[config.mk]
export PLATFORM = sky130hd
export DESIGN_NAME = seg_scan_driver_flat
export DESIGN_NICKNAME = d
export VERILOG_FILES = /design/src/rtl/seg_scan_driver_pkg.sv /design/src/rtl/seg_scan_driver_if.sv /design/src/rtl/seg_scan_driver_hex7seg.sv /design/src/rtl/seg_scan_driver.sv /design/src/flat_wrapper.sv
export SDC_FILE = /design/constraint.sdc
export NUM_CORES = 1
export LEC_CHECK = 0
export CAP_MARGIN = 10
export CORE_UTILIZATION = 28
export DETAILED_ROUTE_END_ITERATION = 16
export GPL_ROUTABILITY_DRIVEN = 0
export PLACE_DENSITY = 0.45
export SYNTH_ARGS = -nofsm -noshare
export SYNTH_HDL_FRONTEND = slang
export SYNTH_SLANG_ARGS = --single-unit
[constraint.sdc]
create_clock -name clk -period 6.1 [get_ports clk]
set_input_delay 0.915 -clock clk [delete_from_list [all_inputs] [get_ports clk]]
set_output_delay 0.915 -clock clk [all_outputs]
set_load 0.02 [all_outputs]
[src/rtl/seg_scan_driver_pkg.sv]
// Shared constants and types for the seven-segment scan driver.
// Segment patterns are active-low, bit order {g,f,e,d,c,b,a}.
package seg_pkg;

  localparam int NUM_DIGITS = 4;
  localparam logic [6:0] SEG_BLANK = 7'h7F;

  typedef logic [1:0] digit_idx_t;

  // Index 0 is the rightmost (least significant) entry of the concatenation.
  localparam logic [15:0][6:0] SEG_MAP = {
    7'b0001110,  // F
    7'b0000110,  // E
    7'b0100001,  // d
    7'b1000110,  // C
    7'b0000011,  // b
    7'b0001000,  // A
    7'b0010000,  // 9
    7'b0000000,  // 8
    7'b1111000,  // 7
    7'b0000010,  // 6
    7'b0010010,  // 5
    7'b0011001,  // 4
    7'b0110000,  // 3
    7'b0100100,  // 2
    7'b1111001,  // 1
    7'b1000000   // 0
  };

endpackage

[src/rtl/seg_scan_driver_if.sv]
// Load handshake between the upstream datapath and the scan driver.
interface seg_scan_driver_if;

  logic        load;
  logic [15:0] value;
  logic [3:0]  dp_in;
  logic        ready;

  modport master (output load, output value, output dp_in, input ready);
  modport slave  (input load, input value, input dp_in, output ready);

endinterface

[src/rtl/seg_scan_driver_hex7seg.sv]
// Combinational hex nibble to active-low seven-segment pattern.
module hex7seg
  import seg_pkg::*;
(
  input  logic [3:0] nibble,
  output logic [6:0] pattern
);

  assign pattern = SEG_MAP[nibble];

endmodule

[src/rtl/seg_scan_driver.sv]
// Time-multiplexed 4-digit common-anode display driver with tear-free frame commit.
// Optional: define SEG_LZ_BLANK_EN for leading-zero blanking of digits 3..1.
module seg_scan_driver
  import seg_pkg::*;
#(
  parameter int DIV = 100000
) (
  input  logic                clk,
  input  logic                rst_n,
  seg_scan_driver_if.slave    bus,
  output logic [3:0]          an,
  output logic [6:0]          seg,
  output logic                dp,
  output logic                frame_tick
);

  localparam int PCNT_W = (DIV > 1) ? $clog2(DIV) : 1;

  logic [PCNT_W-1:0] pcnt;
  digit_idx_t        idx;
  logic              pending;
  logic [15:0]       shadow_value;
  logic [3:0]        shadow_dp;
  logic [15:0]       disp_value;
  logic [3:0]        disp_dp;

  logic              tick;
  logic              wrap;
  logic [3:0]        nibble;
  logic [6:0]        pattern;
  logic              blank;

  assign tick      = (pcnt == PCNT_W'(DIV - 1));
  assign wrap      = tick && (idx == digit_idx_t'(NUM_DIGITS - 1));
  assign bus.ready = ~pending;
  assign nibble    = disp_value[{idx, 2'b00} +: 4];

  hex7seg u_hex7seg (
    .nibble  (nibble),
    .pattern (pattern)
  );

`ifdef SEG_LZ_BLANK_EN
  // A digit is blank when it and every more-significant nibble are zero.
  always_comb begin
    // NOTE: assigning a default first keeps every path driven, so no latch is inferred.
    blank = 1'b0;
    case (idx)
      2'd3:    blank = (disp_value[15:12] == 4'h0);
      2'd2:    blank = (disp_value[15:8]  == 8'h00);
      2'd1:    blank = (disp_value[15:4]  == 12'h000);
      default: blank = 1'b0;
    endcase
  end
`else
  assign blank = 1'b0;
`endif

  always_ff @(posedge clk or negedge rst_n) begin
    if (!rst_n) begin
      pcnt         <= '0;
      idx          <= '0;
      pending      <= 1'b0;
      // NOTE: shadow and display are small registers that must read as 0 after reset, so they are reset explicitly.
      shadow_value <= '0;
      shadow_dp    <= '0;
      disp_value   <= '0;
      disp_dp      <= '0;
      frame_tick   <= 1'b0;
      an           <= 4'hF;
      seg          <= SEG_BLANK;
      dp           <= 1'b1;
    end else begin
      // NOTE: non-blocking assignments so every register samples pre-edge values.
      pcnt       <= tick ? '0 : pcnt + PCNT_W'(1);
      if (tick) idx <= idx + 2'd1;
      frame_tick <= wrap;

      // Commit has priority; ready is low while pending, so a coincident load is dropped.
      if (wrap && pending) begin
        disp_value <= shadow_value;
        disp_dp    <= shadow_dp;
        pending    <= 1'b0;
      end else if (bus.load && !pending) begin
        shadow_value <= bus.value;
        shadow_dp    <= bus.dp_in;
        pending      <= 1'b1;
      end

      an  <= ~(4'b0001 << idx);
      seg <= blank ? SEG_BLANK : pattern;
      dp  <= ~disp_dp[idx];
    end
  end

endmodule

[src/flat_wrapper.sv]
// flat-port wrapper written by rule: the top's interface ports become plain ports
module seg_scan_driver_flat import seg_pkg::*;
#(
  parameter int DIV = 100000
)
  (clk, rst_n, an, seg, dp, frame_tick, bus_load, bus_value, bus_dp_in, bus_ready);
  seg_scan_driver_if bus_i ();
  input  logic clk;
  input  logic rst_n;
  output logic [3:0] an;
  output logic [6:0] seg;
  output logic dp;
  output logic frame_tick;
  input wire logic [$bits(bus_i.load)-1:0] bus_load;
  input wire logic [$bits(bus_i.value)-1:0] bus_value;
  input wire logic [$bits(bus_i.dp_in)-1:0] bus_dp_in;
  output wire logic [$bits(bus_i.ready)-1:0] bus_ready;
  assign bus_i.load = bus_load;
  assign bus_i.value = bus_value;
  assign bus_i.dp_in = bus_dp_in;
  assign bus_ready = bus_i.ready;
  seg_scan_driver #(.DIV(DIV)) u_core (.clk(clk), .rst_n(rst_n), .bus(bus_i), .an(an), .seg(seg), .dp(dp), .frame_tick(frame_tick));
endmodule
==> results.tsv, run 1 <==
stage	metric	value	unit
layout	fillCellCount	1111	
drt	drt-initial-drc-count	72	
floorplanning	io_pins	37	
synth	ys.flop_type	dfrtp_1	
clock_tree	clk-insertion-delay-late	0.34	ns
power_and_ir_drop	p_sw_share	20.4	%
power_and_ir_drop	seqPwrFrac	46.9	%
timing	max_freq	0.402	GHz
synth	synthCells	238	
layout	final_cell_mix	dfrtp_1 (61), clkdlybuf4s50_1 (35), mux2_2 (24)	
synth	syn_avg_cell_area	13.9	um2
timing	skew	0.00909	ns
power_and_ir_drop	p_int	863	uW
place	dp_hpwl	3.87	mm
timing	maxSlewHeadroom	25.3	%
floorplanning	rows	39	
timing	min_period_over_period	40.8	%
layout	areaGrowthSynthToFinish	24.1	%
floorplanning	die_area	12300	um2
layout	diodes	0	
layout	final_core_utilization	35.9	%
timing	fin_tns_setup	0	ns
floorplanning	dieHeight	111	um
floorplanning	design.core.area	11500	um2
synth	ys_ff_latch	73	
drt	antenna_left	0	
layout	layout_commonest_cell	dfrtp_1	
synth	synth_top_area_share	46.1	%
setup_path	critPathArrivalTime	2.70	ns
global_route	grt_util_all_layers	10.6	%
drt	vias_per_cell	4.50	
place	io_buffers	36	
clock_tree	clock_path_buffers	2	
power_and_ir_drop	combPwrFrac	3.5	%
drt	first_pass_iters	4	
drt	wl_per_cell	14.2	um
layout	multi_input_area	1360	um2
global_route	grt_pass1_wl	9.94	mm
clock_tree	clk_pin_slew	0.06	ns
layout	fin_nets	311	
timing	layout_min_cycle_time	2.49	ns
synth	syn_nets	272	
synth	synth_area_leaders	dfrtp_1 (46%), dfstp_2 (9.5%), mux2_4 (8.6%)	
floorplanning	start_util	28.9	%
power_and_ir_drop	leakagePower	0.00175	uW
worst_hold_path	hold_class	reg2reg	
global_route	grt_pass1_vias	1886	
clock_tree	post_cts_buffers	0	
setup_path	worstSetupEndpointType	flop	
job	maxCapViolations	0	
place	place_inst	409	
setup_path	critPathKind	in2reg	
global_route	antenna_found_initial	0	
setup_path	crit_fanout	20	
synth	synth.distinct_cells	37	
floorplanning	die_x	111	um
power_and_ir_drop	ir_drop	0.000113	V
drt	vias	1912	
synth	synth_edf_count	0	
timing	finalSetupViolations	0	
drt	drc	0	
layout	drive_gt1_share	29.8	%
power_and_ir_drop	power.density	263	nW/um2
power_and_ir_drop	clockPowerShare	49.6	%
layout	seq_area	1840	um2
clock_tree	cts_made_buffers	9	
timing	rsz0062_at_grt	false	
clock_tree	hold_buffers	0	
timing	worst_pin_slew	1.12	ns
clock_tree	root_buffer	clkbuf_16	
synth	yosysWarnings	0	
clock_tree	cts_tree	yes	
setup_path	crit_required	6.32	ns
synth	netlist_area	3310	um2
synth	ys_async_sr_fraction	100	%
synth	ys_seq_area_share	55.6	%
setup_path	worst_setup_path_start_kind	input port	
outcome	outcome	complete, no violations	
timing	final-hold-violation-count	0	
global_route	grt_max_degree	74	
layout	instances_no_fill	425	
synth	yosys.area.top_type	dfrtp_1	
drt	drt_wl_total	6.03	mm
timing	drv_slew	0	
clock_tree	clock-sinks	73	
clock_tree	cts_resized	0	
global_route	grt-ovfl-total	0	
clock_tree	h-tree-depth	3	
power_and_ir_drop	switching_power	221	uW
## through the flow
step / total power, uW / hold WS (ns) / worst slack, ns / area, um2
finish: 1080 / 0.499 / 3.61 / 4110
CTS: 1110 / 0.506 / 3.60 / 4110
floorplan: 528 / 0.469 / 4.03 / 3310
global placement: 556 / 0.487 / 3.27 / 3810
detailed placement: 557 / 0.491 / 3.25 / 3810
global route: 1130 / 0.522 / 3.51 / 4110
## worst max-delay path, stage by stage
cell	delay, ns
clkdlybuf4s50_1	0.47
nor2b_2	0.89
mux2_2	0.42
## power groups by stage
stage / clock [uW] / sequential (uW) / combinational [uW]
2_1_floorplan: 0 / 514 / 13.9
3_3_place_gp: 0 / 517 / 39.1
3_5_place_dp: 0 / 517 / 39.7
4_1_cts: 560 / 508 / 39.9
5_1_grt: 576 / 510 / 42.6
6_report: 537 / 508 / 38.3
## flip-flops by register name, summed over array words and instances (netlist names)
signal and count:
u_core.an 4, u_core.disp_dp 4, u_core.disp_value 16, u_core.dp 1
u_core.frame_tick 1, u_core.idx 2, u_core.pcnt 17, u_core.pending 1
u_core.seg 7, u_core.shadow_dp 4, u_core.shadow_value 16
## per-layer routing
layer	up-vias	GRT usage [%]	share of wire, %
li1	905	-	-
met4	0	7.20	2.7
met5	-	0	0
met3	11	2.35	2.8
met2	35	14.7	44
met1	961	14.8	51
## kinds of logic (layout without fill, tap and decap cells)
logic type,Yosys count,after routing,share of synthesized area [%]
AO/OA/AOI/OAI,10,10,1.89
XOR/XNOR,14,14,3.70
adder cells (fa/ha/maj),11,11,4.15
buffers and inverters,25,69,3.62
flip-flops,73,73,55.6
multiplexers,51,51,21.4
AND/OR/NAND/NOR,54,54,9.63
## layout make-up
| class | instances | area share (%) |
|---|---|---|
| clock buffers | 12 | 6.23 |
| well taps | 143 | 4.35 |
| multi-input cells | 140 | 32.9 |
| clock inverters | 4 | 1.25 |
| repair buffers | 39 | 9.18 |
| inverters | 14 | 1.28 |
| flip-flops and latches | 73 | 44.8 |
## cells in the mapped netlist (3+ instances only)
cell / count
xor2_1: 9
nor3_1: 5
ha_1: 11
buf_2: 3
mux2_4: 19
nand4_1: 5
mux4_2: 6
dfrtp_1: 61
clkbuf_1: 4
dfstp_2: 12
nand2_1: 9
inv_1: 14
a21oi_1: 3
mux2_2: 24
nand3_1: 6
nor2_1: 13
xnor2_1: 5
buf_6: 3
## final timing paths
check | from | endpoint | slack [ns] | cells after the start
worst max register to register | u_core.pcnt[5]$_DFF_PN0_ | u_core.disp_value[4]$_DFFE_PN0P_ | 3.77 | 5
worst min register to register | u_core.shadow_value[12]$_DFFE_PN0P_ | u_core.disp_value[12]$_DFFE_PN0P_ | 0.50 | 1
worst min-delay path | u_core.shadow_value[12]$_DFFE_PN0P_ | u_core.disp_value[12]$_DFFE_PN0P_ | 0.50 | 1
worst max-delay path | bus_load | u_core.shadow_dp[3]$_DFFE_PN0P_ | 3.61 | 3
min in group asynchronous | rst_n | u_core.idx[0]$_DFFE_PN0N_ | 0.79 | 2
max in group asynchronous | rst_n | u_core.pcnt[8]$_DFF_PN0_ | 4.68 | 2
(Power assumes the default switching activity.)
==> inputs of run 2 (changes only) <==
Settings changed: PLACE_DENSITY 0.45 to 0.47.
Clock period 6.1 ns to 2.1 ns, I/O delays scaled along.
==> results.tsv, run 2 (synthesized netlist as in run 1, its figures left out) <==
stage	metric	value	unit
layout	final_area	4340	um2
setup_path	worst_setup_path_start_kind	flop	
setup_path	r2r_setup_slack	0.07	ns
layout	fillCellCount	1090	
timing	layout_min_cycle_time	2.03	ns
place	io_buffers	36	
power_and_ir_drop	p_sw_share	20.6	%
power_and_ir_drop	p_int	2600	uW
floorplanning	die_x	111	um
power_and_ir_drop	clockPowerShare	51.4	%
power_and_ir_drop	switching_power	676	uW
setup_path	critPathKind	reg2reg	
floorplanning	io_pins	37	
timing	skew	0.00764	ns
timing	min_period_over_period	96.7	%
drt	drt-initial-drc-count	84	
clock_tree	clock_path_buffers	2	
setup_path	critPathArrivalTime	2.25	ns
timing	holdWs	0.00446	ns
drt	antenna_left	0	
power_and_ir_drop	leakagePower	0.00187	uW
drt	first_pass_iters	4	
layout	areaGrowthSynthToFinish	30.8	%
clock_tree	cts_tree	yes	
timing	worst_pin_slew	0.412	ns
layout	drive_gt1_share	35.0	%
drt	vias	1956	
layout	largest_register_ffs	17	
global_route	grt_util_all_layers	11.3	%
power_and_ir_drop	power.total	3280	uW
floorplanning	rows	39	
place	placed_area	3940	um2
drt	wl_per_cell	14.1	um
power_and_ir_drop	seqPwrFrac	45.1	%
global_route	grt_pass1_vias	1993	
timing	fin_tns_setup	0	ns
clock_tree	root_buffer	clkbuf_16	
power_and_ir_drop	power.density	756	nW/um2
layout	fin_nets	329	
drt	vias_per_cell	4.42	
timing	finalSetupViolations	0	
clock_tree	h-tree-depth	3	
setup_path	crit_fanout	11	
clock_tree	clk-insertion-delay-late	0.34	ns
layout	seq_area	1840	um2
place	place_inst	423	
outcome	outcome	complete, no violations	
global_route	grt_pass1_wl	10.6	mm
floorplanning	design.core.area	11500	um2
power_and_ir_drop	combPwrFrac	3.5	%
clock_tree	cts_made_buffers	9	
timing	final-hold-violation-count	0	
layout	regMostFlops	u_core.pcnt	
floorplanning	start_util	28.9	%
layout	reg_top3	u_core.pcnt x17, u_core.disp_value x16, u_core.shadow_value x16	
floorplanning	dieHeight	111	um
place	dp_hpwl	4.11	mm
layout	instances_no_fill	443	
drt	drc	0	
timing	max_freq	0.492	GHz
floorplanning	die_area	12300	um2
clock_tree	clock-sinks	73	
layout	layout_commonest_cell	dfrtp_1	
setup_path	worstSetupEndpointType	flop	
global_route	grt-ovfl-total	0	
clock_tree	clk_pin_slew	0.06	ns
setup_path	crit_required	2.32	ns
worst_hold_path	hold_class	in2async	
global_route	antenna_found_initial	0	
timing	maxSlewHeadroom	72.5	%
layout	diodes	0	
global_route	grt_max_degree	74	
layout	final_cell_mix	dfrtp_1 (61), clkdlybuf4s50_1 (35), mux2_2 (24)	
timing	drv_slew	0	
power_and_ir_drop	ir_drop	0.000304	V
drt	drt_wl_total	6.23	mm
layout	multi_input_area	1370	um2
job	maxCapViolations	0	
-- run 2: per-stage QoR --
stage               setup slack (ns)  utilization [%]
floorplan                     0.0267                -
global placement              0.0338             34.3
detailed placement           0.00101             34.3
CTS                          0.00144             37.8
global route                -0.00409             37.8
finish                        0.0689             37.8
-- run 2: power groups by stage --
stage / registers [uW] / logic, uW / clock network [uW]
2_1_floorplan: 1490 / 40.5 / 0
4_1_cts: 1480 / 118 / 1740
3_3_place_gp: 1510 / 115 / 0
3_5_place_dp: 1510 / 118 / 0
6_report: 1480 / 113 / 1680
5_1_grt: 1480 / 128 / 1800
-- run 2: area by class of cell --
type / count / area share [%]
Sequential cell: 73 / 42.5
Multi-Input combinational cell: 140 / 31.7
Timing Repair Buffer: 57 / 13.0
Clock buffer: 10 / 5.51
Tap cell: 143 / 4.13
Clock inverter: 6 / 2.08
Inverter: 14 / 1.21
-- run 2: metal layers --
| layer | share of wire, % | GRT usage (%) | vias up |
|---|---|---|---|
| li1 | - | - | 939 |
| met1 | 49 | 15.5 | 962 |
| met2 | 45 | 16.6 | 42 |
| met3 | 3.9 | 2.95 | 13 |
| met4 | 2.4 | 5.60 | 0 |
| met5 | 0 | 0 | - |
-- run 2: critical path, cell delays in order (launching register included) --
cell     delay, ns
dfrtp_1       0.41
nor4b_4       0.29
or3b_4        0.42
nor4_4        0.15
buf_6         0.17
buf_12        0.15
mux2_2        0.33
-- run 2: path summary, 6_finish.rpt --
path                       depth (start not counted)                                 from                                end
max                                                6            u_core.pcnt[12]$_DFF_PN0_   u_core.disp_value[4]$_DFFE_PN0P_
min                                                2                                rst_n        u_core.frame_tick$_DFF_PN0_
max reg2reg                                        6            u_core.pcnt[12]$_DFF_PN0_   u_core.disp_value[4]$_DFFE_PN0P_
min reg2reg                                        1  u_core.shadow_value[14]$_DFFE_PN0P_  u_core.disp_value[14]$_DFFE_PN0P_
max in group asynchronous                          2                                rst_n                u_core.dp$_DFF_PN1_
min in group clk                                   1  u_core.shadow_value[14]$_DFFE_PN0P_  u_core.disp_value[14]$_DFFE_PN0P_
-- run 2: repair_timing --
| action | CTS | global route |
|---|---|---|
| hold buffers | 0 | 0 |
| resized for setup | 1 | 4 |
| pin swaps | 1 | 1 |
| gates cloned | 2 | 0 |
| setup buffers | 2 | 1 |
| setup endpoints to repair | 1 | 20 |
